<file path="config.mk">
export PLATFORM = sky130hd
export DESIGN_NAME = alu_cmd_sequencer_flat
export DESIGN_NICKNAME = d
export VERILOG_FILES = /design/src/rtl/alu_pkg.sv /design/src/rtl/alu_cmd_sequencer_if.sv /design/src/rtl/seq_regfile.sv /design/src/rtl/alu_cmd_sequencer.sv /design/src/flat_wrapper.sv
export SDC_FILE = /design/constraint.sdc
export NUM_CORES = 1
export LEC_CHECK = 0
export CAP_MARGIN = 20
export CORE_UTILIZATION = 59
export DETAILED_ROUTE_END_ITERATION = 8
export PLACE_DENSITY = 0.78
export SYNTH_ARGS = -nofsm -noshare
export SYNTH_HDL_FRONTEND = slang
export SYNTH_SLANG_ARGS = --single-unit
</file>
<file path="constraint.sdc">
create_clock -name clk -period 13.25 [get_ports clk]
set_input_delay 1.9875 -clock clk [delete_from_list [all_inputs] [get_ports clk]]
set_output_delay 1.9875 -clock clk [all_outputs]
set_load 0.005 [all_outputs]
</file>
<file path="src/rtl/alu_pkg.sv">
// alu_pkg: shared constants, command layout and sequencer state encoding
package alu_pkg;
    localparam int DATA_W   = 32;
    localparam int NUM_REGS = 8;
    localparam int ADDR_W   = 3;
    localparam int OP_W     = 3;
    localparam int CMD_W    = 12;
    localparam int TIMEOUT  = 15;

    localparam int OP_LSB  = 9;
    localparam int RS1_LSB = 6;
    localparam int RS2_LSB = 3;
    localparam int RD_LSB  = 0;

    // Only HALT is meaningful here; every other code goes to the ALU untouched.
    typedef enum logic [OP_W-1:0] {
        OP_ADD  = 3'b000,
        OP_SUB  = 3'b001,
        OP_AND  = 3'b010,
        OP_OR   = 3'b011,
        OP_XOR  = 3'b100,
        OP_SHL  = 3'b101,
        OP_SHR  = 3'b110,
        OP_HALT = 3'b111
    } opcode_t;

    typedef struct packed {
        opcode_t           op;
        logic [ADDR_W-1:0] rs1;
        logic [ADDR_W-1:0] rs2;
        logic [ADDR_W-1:0] rd;
    } cmd_t;

    typedef enum logic [2:0] {IDLE, ISSUE, WAIT, WRITE, HALT} seq_state_t;
endpackage

</file>
<file path="src/rtl/alu_cmd_sequencer_if.sv">
// alu_cmd_sequencer_if: command handshake plus ALU launch/result bus
interface alu_cmd_sequencer_if;
    logic                       cmd_valid;
    logic [alu_pkg::CMD_W-1:0]  cmd;
    logic                       cmd_ready;
    logic [alu_pkg::OP_W-1:0]   alu_op;
    logic [alu_pkg::DATA_W-1:0] alu_a;
    logic [alu_pkg::DATA_W-1:0] alu_b;
    logic                       alu_start;
    logic                       alu_done;
    logic [alu_pkg::DATA_W-1:0] alu_result;

    modport master (
        input  cmd_valid, cmd, alu_done, alu_result,
        output cmd_ready, alu_op, alu_a, alu_b, alu_start
    );

    modport slave (
        output cmd_valid, cmd, alu_done, alu_result,
        input  cmd_ready, alu_op, alu_a, alu_b, alu_start
    );
endinterface

</file>
<file path="src/rtl/seq_regfile.sv">
// seq_regfile: 8x32 register file, one write port, three combinational reads
module seq_regfile
    import alu_pkg::*;
(
    input  logic              clk,
    input  logic              rst,
    input  logic              we,
    input  logic [ADDR_W-1:0] waddr,
    input  logic [DATA_W-1:0] wdata,
    input  logic [ADDR_W-1:0] ra1,
    input  logic [ADDR_W-1:0] ra2,
    input  logic [ADDR_W-1:0] rad,
    output logic [DATA_W-1:0] rd1,
    output logic [DATA_W-1:0] rd2,
    output logic [DATA_W-1:0] rdd
);
    logic [DATA_W-1:0] mem [NUM_REGS];

    assign rd1 = mem[ra1];
    assign rd2 = mem[ra2];
    assign rdd = mem[rad];

    // Storage: cleared on reset, single write per cycle
    always_ff @(posedge clk or posedge rst) begin
        if (rst) begin
            for (int i = 0; i < NUM_REGS; i++) mem[i] <= '0;
        end else if (we) begin
            mem[waddr] <= wdata;
        end
    end
endmodule

</file>
<file path="src/rtl/alu_cmd_sequencer.sv">
// alu_cmd_sequencer: runs register-to-register commands on an external ALU, one at a time
module alu_cmd_sequencer
    import alu_pkg::*;
(
    input  logic                clk,
    input  logic                rst,
    alu_cmd_sequencer_if.master bus,
    output logic                busy,
    output logic                halted,
    output logic                err_timeout,
    input  logic [ADDR_W-1:0]   dbg_raddr,
    output logic [DATA_W-1:0]   dbg_rdata
);
    localparam logic [3:0] CNT_LAST = 4'(TIMEOUT - 1);

    seq_state_t        state, state_nxt;
    cmd_t              c;
    logic [DATA_W-1:0] rd1, rd2, res_q;
    logic [ADDR_W-1:0] rd_q;
    logic [3:0]        cnt;
    logic              accept, timeout, we;

    assign c       = cmd_t'(bus.cmd);
    assign accept  = bus.cmd_valid && state == IDLE;
    assign timeout = cnt == CNT_LAST;

    seq_regfile u_rf (
        .clk   (clk),
        .rst   (rst),
        .we    (we),
        .waddr (rd_q),
        .wdata (res_q),
        .ra1   (c.rs1),
        .ra2   (c.rs2),
        .rad   (dbg_raddr),
        .rd1   (rd1),
        .rd2   (rd2),
        .rdd   (dbg_rdata)
    );

    // State register
    always_ff @(posedge clk or posedge rst) begin
        if (rst) state <= IDLE;
        else     state <= state_nxt;
    end

    // Next state: done is only honoured in WAIT, and WAIT gives up after TIMEOUT cycles
    always_comb begin
        state_nxt = state;
        case (state)
            IDLE:    if (accept) state_nxt = c.op == OP_HALT ? HALT : ISSUE;
            ISSUE:   state_nxt = WAIT;
            WAIT:    state_nxt = bus.alu_done ? WRITE : timeout ? IDLE : WAIT;
            WRITE:   state_nxt = IDLE;
            default: state_nxt = state;
        endcase
    end

    // Outputs decoded from state alone so cmd_ready never depends on cmd_valid
    always_comb begin
        bus.cmd_ready = state == IDLE;
        bus.alu_start = state == ISSUE;
        busy          = state != IDLE;
        halted        = state == HALT;
        we            = state == WRITE;
    end

    // Datapath: operand latch on accept, wait counter, result capture, sticky timeout flag
    always_ff @(posedge clk or posedge rst) begin
        if (rst) begin
            bus.alu_a   <= '0;
            bus.alu_b   <= '0;
            bus.alu_op  <= '0;
            rd_q        <= '0;
            res_q       <= '0;
            cnt         <= '0;
            err_timeout <= 1'b0;
        end else begin
            if (accept && c.op != OP_HALT) begin
                bus.alu_a  <= rd1;
                bus.alu_b  <= rd2;
                bus.alu_op <= c.op;
                rd_q       <= c.rd;
            end
            if (state == ISSUE) cnt <= '0;
            else if (state == WAIT) cnt <= cnt + 4'd1;
            if (state == WAIT && bus.alu_done) res_q <= bus.alu_result;
            if (state == WAIT && !bus.alu_done && timeout) err_timeout <= 1'b1;
        end
    end
endmodule
</file>
<file path="src/flat_wrapper.sv">
// flat-port wrapper written by rule: the top's interface ports become plain ports
module alu_cmd_sequencer_flat import alu_pkg::*;
  (clk, rst, busy, halted, err_timeout, dbg_raddr, dbg_rdata, bus_cmd_valid, bus_cmd, bus_alu_done, bus_alu_result, bus_cmd_ready, bus_alu_op, bus_alu_a, bus_alu_b, bus_alu_start);
  alu_cmd_sequencer_if bus_i ();
  input  logic clk;
  input  logic rst;
  output logic busy;
  output logic halted;
  output logic err_timeout;
  input  logic [ADDR_W-1:0] dbg_raddr;
  output logic [DATA_W-1:0] dbg_rdata;
  input wire logic [$bits(bus_i.cmd_valid)-1:0] bus_cmd_valid;
  input wire logic [$bits(bus_i.cmd)-1:0] bus_cmd;
  input wire logic [$bits(bus_i.alu_done)-1:0] bus_alu_done;
  input wire logic [$bits(bus_i.alu_result)-1:0] bus_alu_result;
  output wire logic [$bits(bus_i.cmd_ready)-1:0] bus_cmd_ready;
  output wire logic [$bits(bus_i.alu_op)-1:0] bus_alu_op;
  output wire logic [$bits(bus_i.alu_a)-1:0] bus_alu_a;
  output wire logic [$bits(bus_i.alu_b)-1:0] bus_alu_b;
  output wire logic [$bits(bus_i.alu_start)-1:0] bus_alu_start;
  assign bus_i.cmd_valid = bus_cmd_valid;
  assign bus_i.cmd = bus_cmd;
  assign bus_i.alu_done = bus_alu_done;
  assign bus_i.alu_result = bus_alu_result;
  assign bus_cmd_ready = bus_i.cmd_ready;
  assign bus_alu_op = bus_i.alu_op;
  assign bus_alu_a = bus_i.alu_a;
  assign bus_alu_b = bus_i.alu_b;
  assign bus_alu_start = bus_i.alu_start;
  alu_cmd_sequencer u_core (.clk(clk), .rst(rst), .bus(bus_i), .busy(busy), .halted(halted), .err_timeout(err_timeout), .dbg_raddr(dbg_raddr), .dbg_rdata(dbg_rdata));
endmodule
</file>
==> flow_summary.toml <==
[global_routing]
grt_overflow_total = 0
gr-usage-met2_pct = 46.1
grt_pass1_wl_um = 73400
antenna_found_initial = 0
grt.busiest_layer = "met2"
grt_usage_pct = 28.4
grt.met1_usage_pct = 40.3
grt_pass1_vias = 12200
grt_max_degree = 186
met3_usage_pct = 4.56

[worst_hold_path]
hold-path-endpoint = "u_core.err_timeout"
min_path_cells = 1
hp-class = "reg2reg"
worstHoldStart = "u_core.err_timeout"

[power_and_ir_drop]
pwr_density_cell_mw_per_mm2 = 199
ir_worst_vdd_uv = 120
leakagePower_nw = 10.0

[critical_path]
path_max_fanout = 40
cp.required_ns = 11.26
worst-setup-path-type = "in2out"
cp-end-kind = "primary output"
startpoint_type = "input pin"
r2r-start = "u_core.state[0]"
r2r_end = "u_core.u_rf.mem[4]"
worst-r2r-cell-count = 4
timing.critical_path.arrival_ns = 4.60
r2r_setup_slack_ns = 10.44

[yosys]
yosysTopAreaCell = "dfrtp_1"
netlist_instances = 1163
syn-cell-area_mm2 = 0.0199
ys_ff_latch = 366
yosys-top-cells-area = "dfrtp_1 (46%), mux2_2 (22%), mux4_2 (20%)"
synth_top_area_share_pct = 46.0
synth_fa_ha_area_share_pct = 0.126
syn_area_per_cell_um2 = 17.1
yosys.area_share.simple_pct = 1.02
syn_nets = 1216
yosysWarnings = 0
synth_cell_types = 39
synth_compound_gate_area_share_pct = 0.660
synth_xor_area_share_pct = 0
synth-seq-area-share_pct = 46.0
synth_top_family_by_area = "multiplexers"
synthMuxAreaShare_pct = 48.8

[die]
die_area_mm2 = 0.0345
die_w_um = 186
fp-row-count = 66
io_pins = 155
coreArea_mm2 = 0.0329
die_h_um = 186
initial_core_util_pct = 60.6

[drt]
drt_first_pass_iters = 5
viasPerCell = 6.61
drc = 0
finalWirelength_um = 46300
drtAntennaViolNets = 0
first_iter_violations = 701
vias = 11500
wl_per_cell_um = 26.5

[cts]
cts_tree = "yes"
clockBufferDepth = 3
worstSkewPairLatency_ns = 0.52
clkSlewWorstSetupHoldPaths_ns = 0.05
htreeDepth = 2
cts_resized = 0
cts-hold-fix-buffers = 0
cts.sinks = 366
post_cts_buffers = 0
root_buffer = "clkbuf_16"
numCtsBuffers = 41

[sta]
slew_viol_final = 0
worst_pin_slew_ns = 1.11
rsz0062_at_grt = "false"
hold_ws_ns = 0.471
fmax_mhz = 152
period_needed_ns = 6.59
fin_crit_sh_pct = 49.7
hold_violations = 0
finalClockSkew_ns = 0.0108
fin_tns_setup_ns = 0
setup_slack_ns = 6.66
slew_headroom_pct = 26.1
setup_viol = 0

[placed_design]
numPortBuffers = 154
place.gp.congestion = 0.776
dp_slack_ns = 6.59
dp_cells = 1677
dpl.hpwl_um = 26200

[run]
maxCapViolations = 0

[finish]
nNetsFinal = 1331
finalNonFillerCells = 1746
layout_commonest_cell = "mux2_2"
finalCoreUtilization_pct = 69.1
syn2layout_area_growth_pct = 14.1
antenna-diode-count = 0
layout_common_cells = "mux2_2 (382), dfrtp_1 (366), mux4_2 (180)"
drive_gt1_share_pct = 55.4

[outcome]
status = "finished, final reports clean"
[registers in the layout, indices dropped and copies added (netlist names)]
signal,count
u_core.u_rf.mem,256
u_core.bus.alu_a,32
u_core.bus.alu_b,32
u_core.res_q,32
u_core.cnt,4
u_core.bus.alu_op,3
u_core.rd_q,3
u_core.state,3
u_core.err_timeout,1
[synthesized netlist by cell type (all sizes together)]
cell type,n
mux2,452
dfrtp,366
mux4,192
buf,74
clkbuf,25
nor3b,6
o21ai,6
a21oi,4
inv,4
nand2,4
nor2,3
a21o,2
and3,2
ha,2
nand3b,2
nor2b,2
nor3,2
o21bai,2
o22a,2
a211o,1
a22oi,1
a31o,1
a41oi,1
and4b,1
and4bb,1
nand2b,1
nand3,1
nand4b,1
nor4b,1
or4b,1
[stage by stage]
stage	total power, mW	area (um2)
after global placement	3.42	21500
after global routing	4.77	22700
after detailed placement	3.49	21500
final	4.53	22700
after CTS	4.55	22700
after floorplan	2.95	19900
[kinds of logic (layout without fill, tap and decap cells)]
family | Yosys count | count (layout)
multiplexers | 644 | 644
flip-flops | 366 | 366
buffers and inverters | 103 | 244
AND/OR/NAND/NOR | 28 | 28
AO/OA/AOI/OAI | 20 | 20
adder cells (fa/ha/maj) | 2 | 2
[metal layers]
layer,vias to the layer above,share of wire (%)
met2,449,50
met3,83,6.2
met1,6220,42
li1,4797,-
met4,0,2.2
met5,-,0
[worst max-delay path by stage]
stage,startpoint,endpoint,slack [ns]
after CTS,dbg_raddr[0],dbg_rdata[28],6.58
after floorplan,rst,u_core.bus.alu_a[0],1.10
after global routing,dbg_raddr[0],dbg_rdata[28],6.45
after global placement,dbg_raddr[0],dbg_rdata[28],6.64
after detailed placement,dbg_raddr[0],dbg_rdata[20],6.59
final,dbg_raddr[0],dbg_rdata[28],6.66
[critical path: stages]
cell and delay [ns]:
buf_4 0.41, buf_4 0.77, mux4_2 0.60, mux2_2 0.31
clkdlybuf4s50_1 0.47
[where the power goes]
part           switching, mW  leakage [nW]  internal [mW]
sequential             0.491          4.86           1.54
combinational          0.426          4.58           1.03
clock                  0.433         0.598          0.613
[layout make-up]
type | count | area, um2
Clock buffer | 62 | 1180
Clock inverter | 7 | 43.8
Fill cell | 2266 | 10100
Inverter | 4 | 22.5
Multi-Input combinational cell | 694 | 10100
Sequential cell | 366 | 9160
Tap cell | 442 | 553
Timing Repair Buffer | 171 | 1660
Power figures use the tool's default switching activity.
